==> config.mk <==
export PLATFORM = sky130hd
export DESIGN_NAME = noc_port_arbiter
export DESIGN_NICKNAME = d
export VERILOG_FILES = /design/src/rtl/chronos.sv /design/src/rtl/rr_arbiter.sv /design/src/rtl/noc_port_arbiter.sv
export SDC_FILE = /design/constraint.sdc
export NUM_CORES = 1
export LEC_CHECK = 0
export ABC_CLOCK_PERIOD_IN_PS = 8800
export BUFFER_PORTS_ARGS = -buffer_cell sky130_fd_sc_hd__buf_2
export CORE_ASPECT_RATIO = 0.7
export CORE_MARGIN = 4
export CORE_UTILIZATION = 53
export CTS_BUF_LIST = sky130_fd_sc_hd__clkbuf_8
export DETAILED_ROUTE_END_ITERATION = 10
export HOLD_SLACK_MARGIN = 0.05
export PLACE_DENSITY = 0.95
export SYNTH_ARGS = -nofsm -noshare
export SYNTH_HDL_FRONTEND = slang
export SYNTH_SLANG_ARGS = --single-unit
==> constraint.sdc <==
create_clock -name clk -period 8.8 [get_ports clk]
set_input_delay 1.32 -clock clk [delete_from_list [all_inputs] [get_ports clk]]
set_output_delay 1.32 -clock clk [all_outputs]
set_load 0.02 [all_outputs]
==> src/rtl/chronos.sv <==
// Shared chronos tile definitions: tile ids, NoC beat payload and small sizing helpers.
package chronos;

  localparam int unsigned TILE_ID_W       = 4;
  localparam int unsigned NOC_DATA_W      = 32;
  localparam int unsigned NOC_STALL_CNT_W = 32;

  typedef logic [TILE_ID_W-1:0] tile_id_t;

  typedef struct packed {
    logic [NOC_DATA_W-1:0] data;
    tile_id_t              dst;
    logic                  last;
  } noc_beat_t;

  // Message-lock state of a NoC port arbiter
  typedef enum logic {
    LK_OPEN = 1'b0,
    LK_HELD = 1'b1
  } lock_state_e;

  // Index width that stays legal (>=1 bit) for single-entry arbiters
  function automatic int unsigned id_width(input int unsigned n);
    return (n > 1) ? $clog2(n) : 1;
  endfunction

endpackage

==> src/rtl/rr_arbiter.sv <==
// Combinational round-robin arbiter with a lock override; priority starts at ptr+1.
module rr_arbiter
  import chronos::*;
#(
  parameter  int unsigned N    = 4,
  localparam int unsigned ID_W = id_width(N)
) (
  input  logic [N-1:0]    req,
  input  logic [ID_W-1:0] ptr,
  input  logic            lock,
  input  logic [ID_W-1:0] lock_id,
  output logic [N-1:0]    gnt,
  output logic [ID_W-1:0] gnt_id
);

  logic [ID_W-1:0] scan_idx;
  logic            found;

  // First requester after ptr wins unless a locked message owns the port
  always_comb begin
    gnt      = '0;
    gnt_id   = '0;
    scan_idx = '0;
    found    = 1'b0;
    if (lock) begin
      gnt_id = lock_id;
      if (req[lock_id]) begin
        gnt[lock_id] = 1'b1;
      end
    end else begin
      for (int unsigned i = 1; i <= N; i++) begin
        scan_idx = ID_W'((32'(ptr) + i) % N);
        if (!found && req[scan_idx]) begin
          found         = 1'b1;
          gnt[scan_idx] = 1'b1;
          gnt_id        = scan_idx;
        end
      end
    end
  end

endmodule

==> src/rtl/noc_port_arbiter.sv <==
// Shares one tile_noc slave port among NUM_REQ requesters with per-message locking,
// a single registered output stage and a saturating back-pressure counter.
module noc_port_arbiter
  import chronos::*;
#(
  parameter  int unsigned NUM_REQ    = 4,
  parameter  int unsigned DATA_WIDTH = 32,
  localparam int unsigned ID_W       = id_width(NUM_REQ)
) (
  input  logic                                clk,
  input  logic                                rst,
  input  logic [NUM_REQ-1:0]                  req_valid,
  output logic [NUM_REQ-1:0]                  req_ready,
  input  logic [NUM_REQ-1:0][DATA_WIDTH-1:0]  req_data,
  input  tile_id_t [NUM_REQ-1:0]              req_dst,
  input  logic [NUM_REQ-1:0]                  req_last,
  output logic                                s_wvalid,
  input  logic                                s_wready,
  output logic [DATA_WIDTH-1:0]               s_wdata,
  output tile_id_t                            s_port,
  output logic [ID_W-1:0]                     grant_id,
  output logic [NOC_STALL_CNT_W-1:0]          stall_cycles
);

  lock_state_e         lock_state, lock_state_next;
  logic [ID_W-1:0]     lock_id, lock_id_next;
  logic [ID_W-1:0]     rr_ptr, rr_ptr_next;
  logic [NUM_REQ-1:0]  gnt;
  logic [ID_W-1:0]     win_id;
  logic                lock_held;
  logic                free_c;
  logic                accept_c;

  assign lock_held = (lock_state == LK_HELD);

  rr_arbiter #(
    .N (NUM_REQ)
  ) u_rr_arbiter (
    .req     (req_valid),
    .ptr     (rr_ptr),
    .lock    (lock_held),
    .lock_id (lock_id),
    .gnt     (gnt),
    .gnt_id  (win_id)
  );

  // Output register can take a beat when empty or draining this cycle
  assign free_c    = !s_wvalid || s_wready;
  assign req_ready = free_c ? gnt : '0;
  assign accept_c  = |req_ready;

  // Lock state register
  always_ff @(posedge clk or posedge rst) begin
    if (rst) begin
      lock_state <= LK_OPEN;
      lock_id    <= '0;
      rr_ptr     <= ID_W'(NUM_REQ - 1);
    end else begin
      lock_state <= lock_state_next;
      lock_id    <= lock_id_next;
      rr_ptr     <= rr_ptr_next;
    end
  end

  // Lock opens on a last beat; the rr pointer only moves per message
  always_comb begin
    lock_state_next = lock_state;
    lock_id_next    = lock_id;
    rr_ptr_next     = rr_ptr;
    if (accept_c) begin
      if (req_last[win_id]) begin
        lock_state_next = LK_OPEN;
        rr_ptr_next     = win_id;
      end else begin
        lock_state_next = LK_HELD;
        lock_id_next    = win_id;
      end
    end
  end

  // Output stage: load on accept, clear on drain without a replacement
  always_ff @(posedge clk or posedge rst) begin
    if (rst) begin
      s_wvalid <= 1'b0;
      s_wdata  <= '0;
      s_port   <= '0;
      grant_id <= '0;
    end else if (accept_c) begin
      s_wvalid <= 1'b1;
      s_wdata  <= req_data[win_id];
      s_port   <= req_dst[win_id];
      grant_id <= win_id;
    end else if (s_wready) begin
      s_wvalid <= 1'b0;
    end
  end

  // Saturating back-pressure counter
  always_ff @(posedge clk or posedge rst) begin
    if (rst) begin
      stall_cycles <= '0;
    end else if (s_wvalid && !s_wready && (stall_cycles != '1)) begin
      stall_cycles <= stall_cycles + NOC_STALL_CNT_W'(1);
    end
  end

endmodule

==> results.sh <==
export IMPL_ant_nets=0
export IMPL_rsz0062_at_grt="false"
export IMPL_setup_tns_ns=0
export IMPL_finalCritPeriodShare_pct=53.2
export IMPL_min_period_ns=4.68
export IMPL_areaGrowthSynthToFinish_pct=27.9
export IMPL_drv_slew=0
export IMPL_final_area_mm2=0.00642
export IMPL_fin_skew_ns=0.0104
export IMPL_nNetsFinal=834
export IMPL_path_class="flip-flop to flip-flop"
export IMPL_grt_total_usage_pct=24.1
export IMPL_wl_met2_mm=7.26
export IMPL_r2r_setup_slack_ns=4.12
export IMPL_place_area_mm2=0.00619
export IMPL_cts_tree="built"
export IMPL_leakagePower_nw=3.34
export IMPL_syn_area_per_cell_um2=11.0
export IMPL_max_stage_delay_ns=1.18
export IMPL_htreeDepth=3
export IMPL_place_hpwl_mm=10.7
export IMPL_post_cts_resized=0
export IMPL_required_ns=9.04
export IMPL_grt_pass1_vias=4443
export IMPL_ys_seq_elements=76
export IMPL_die_w_um=124
export IMPL_clk_path_buf_depth=2
export IMPL_met1Wirelength_mm=5.54
export IMPL_setup_viol=0
export IMPL_max_slew_margin_rel_pct=25.4
export IMPL_numClockSinks=76
export IMPL_async_flop_share_pct=100
export IMPL_fmax_mhz=214
export IMPL_final_layout_size_suffix_gt1_share_pct=41.6
export IMPL_num_io_pins=230
export IMPL_syn_area_mm2=0.00501
export IMPL_core_area_mm2=0.00914
export IMPL_p_per_area_mw_per_mm2=391
export IMPL_routabilityCongestion=0.870
export IMPL_critPathLaunchType="flip-flop"
export IMPL_dr_first_iter_drc_count=225
export IMPL_numCtsBuffers=9
export IMPL_initial_core_util_pct=54.8
export IMPL_viasPerCell=5.56
export IMPL_cp_arrival_ns=4.92
export IMPL_route_met3_wl_um=843
export IMPL_worst_slew_pin_slew_ns=1.11
export IMPL_synth_edff_count=0
export IMPL_yosysWarnings=0
export IMPL_final_cell_count_no_fill=799
export IMPL_ir_drop_uv=236
export IMPL_dp_cells=783
export IMPL_synthFlopType="dfrtp_1"
export IMPL_rows=29
export IMPL_syn_nets=619
export IMPL_antenna_found_initial=0
export IMPL_hold_class="flip-flop to flip-flop"
export IMPL_cp_max_fo=50
export IMPL_drv_cap=0
export IMPL_postSynthCellCount=455
export IMPL_fp_dieH_um=89.4
export IMPL_synth_seq_area_share_pct=38.0
export IMPL_via_count=4446
export IMPL_clock_root_buffer="clkbuf_8"
export IMPL_slowest_stage="or4_2"
export IMPL_path_clk_slew_ns=0.08
export IMPL_fp_dieArea_mm2=0.0111
export IMPL_fin_total_pwr_mw=2.51
export IMPL_path_cells="inv_1 > ha_1 > mux4_2 > nor3b_1 > o311a_1 > a311o_1 > or4_2 > and3b_1 > a211o_1"
export IMPL_grt_pass1_wl_mm=21.7
export IMPL_worst_setup_path_end_kind="flip-flop"
export IMPL_grt_ovfl_total=0
export IMPL_wirelength_mm=13.9
export IMPL_drcViolationCount=0
export IMPL_port_buffers=229
export IMPL_status="finished clean"
export IMPL_synth_cell_types=47
export IMPL_top_layer="met4"
export IMPL_grt_max_degree=77
export IMPL_wl_per_cell_um=17.3
export IMPL_hold_viol_final=0
export IMPL_insertion_delay_ns=0.35
export IMPL_diodes=0
export IMPL_post_cts_buffers=0
export IMPL_firstDrtPassIters=4
export IMPL_postCtsHoldBufs=0
==> power by group <==
part / internal, mW / switching (mW) / leakage (nW)
Sequential: 0.490 / 0.109 / 0.935
Clock: 0.167 / 0.131 / 0.110
Combinational: 0.745 / 0.864 / 2.29
Total: 1.40 / 1.10 / 3.34
==> cell usage in the layout, fill, tap and decap left out, types with 10 or more instances in the layout <==
cell type / n
buf_2: 229
mux2i_1: 112
dfrtp_1: 74
xnor2_1: 24
mux2_2: 22
nand3_1: 17
mux2_1: 16
nand4_1: 15
nor2_1: 13
nand2_1: 13
inv_1: 11
and2_1: 10
clkbuf_8: 10
==> cell usage after synthesis (all sizes together), types with 3 or more instances <==
library cell  count  share of area (%)
inv              11               0.82
xor2              7                1.2
a21oi             9               0.90
dfrtp            74                 37
a31oi             3               0.37
nand2b            9                1.1
clkbuf           16                1.2
nand2            14                1.0
nor3              6               0.60
nand4            15                1.9
buf              12                1.9
and2             11                1.4
mux4              3                1.3
a311o             5                1.0
ha                9                2.2
nand3            17                1.7
xnor2            24                4.2
mux2i           112                 22
nor2             13               0.97
nand3b            5               0.75
mux2             38                8.5
and3              3               0.37
o21ai             3               0.30
and4              5               0.87
nor3b             4               0.60
o311a             4               0.80
==> layer usage <==
layer | up-vias | global-route usage, %
met2 | 197 | 43.9
met1 | 2133 | 29.3
li1 | 2093 | -
met5 | - | 0
met4 | 0 | 5.87
met3 | 23 | 5.97
==> sequential cells by signal, summed over array words and instances, names as in the netlist <==
name          count
rr_ptr            2
lock_held         1
stall_cycles     32
lock_id           2
s_wvalid          1
s_wdata          32
grant_id          2
s_port            4
==> kinds of logic (layout without fill, tap and decap cells) <==
logic type                 count (synthesis)  count (layout)  synth area share (%)
AOI/OAI and AO/OA                         33              33                  4.94
xor gates and xnor gates                  31              31                  5.41
adders and majority gates                  9               9                  2.25
buffers and inverters                     39             259                  3.97
DFF                                       76              76                  38.0
muxes                                    153             153                  32.2
and+or+nand+nor                          114             114                  13.2
==> final timing paths <==
path                            startpoint               end  cells past startpoint
worst min-delay path            s_wdata[0]        s_wdata[0]                      1
worst min register to register  s_wdata[0]        s_wdata[0]                      1
min in group asynchronous              rst  stall_cycles[29]                      3
worst max register to register   rr_ptr[0]        lock_id[1]                      9
max in group asynchronous              rst        s_wdata[2]                      3
worst max-delay path             rr_ptr[0]        lock_id[1]                      9
==> per-stage QoR <==
step	setup WS (ns)	util (%)	hold slack, ns
after floorplan	4.61	-	0.531
after global placement	4.06	67.7	0.465
after detailed placement	3.94	67.7	0.469
after CTS	4.14	70.2	0.487
after global routing	3.88	70.2	0.510
final	4.12	70.2	0.483
==> layout make-up <==
cell class / count / area [um^2]
Fill cell: 696 / 2730
Tap cell: 124 / 155
Inverter: 11 / 41.3
Clock inverter: 6 / 87.6
Multi-Input combinational cell: 340 / 2920
Sequential cell: 76 / 1900
Timing Repair Buffer: 232 / 1170
Clock buffer: 10 / 138
==> critical path, delay by kind of cell (launching register included) <==
kind                       cells  cell delay [ns]
adders and majority gates      1             0.47
muxes                          1             0.39
AOI/OAI and AO/OA              3             0.92
buffers and inverters          1             0.23
DFF                            1             0.78
and+or+nand+nor                3             1.74
Note: power is estimated with default switching activity, not from simulation.
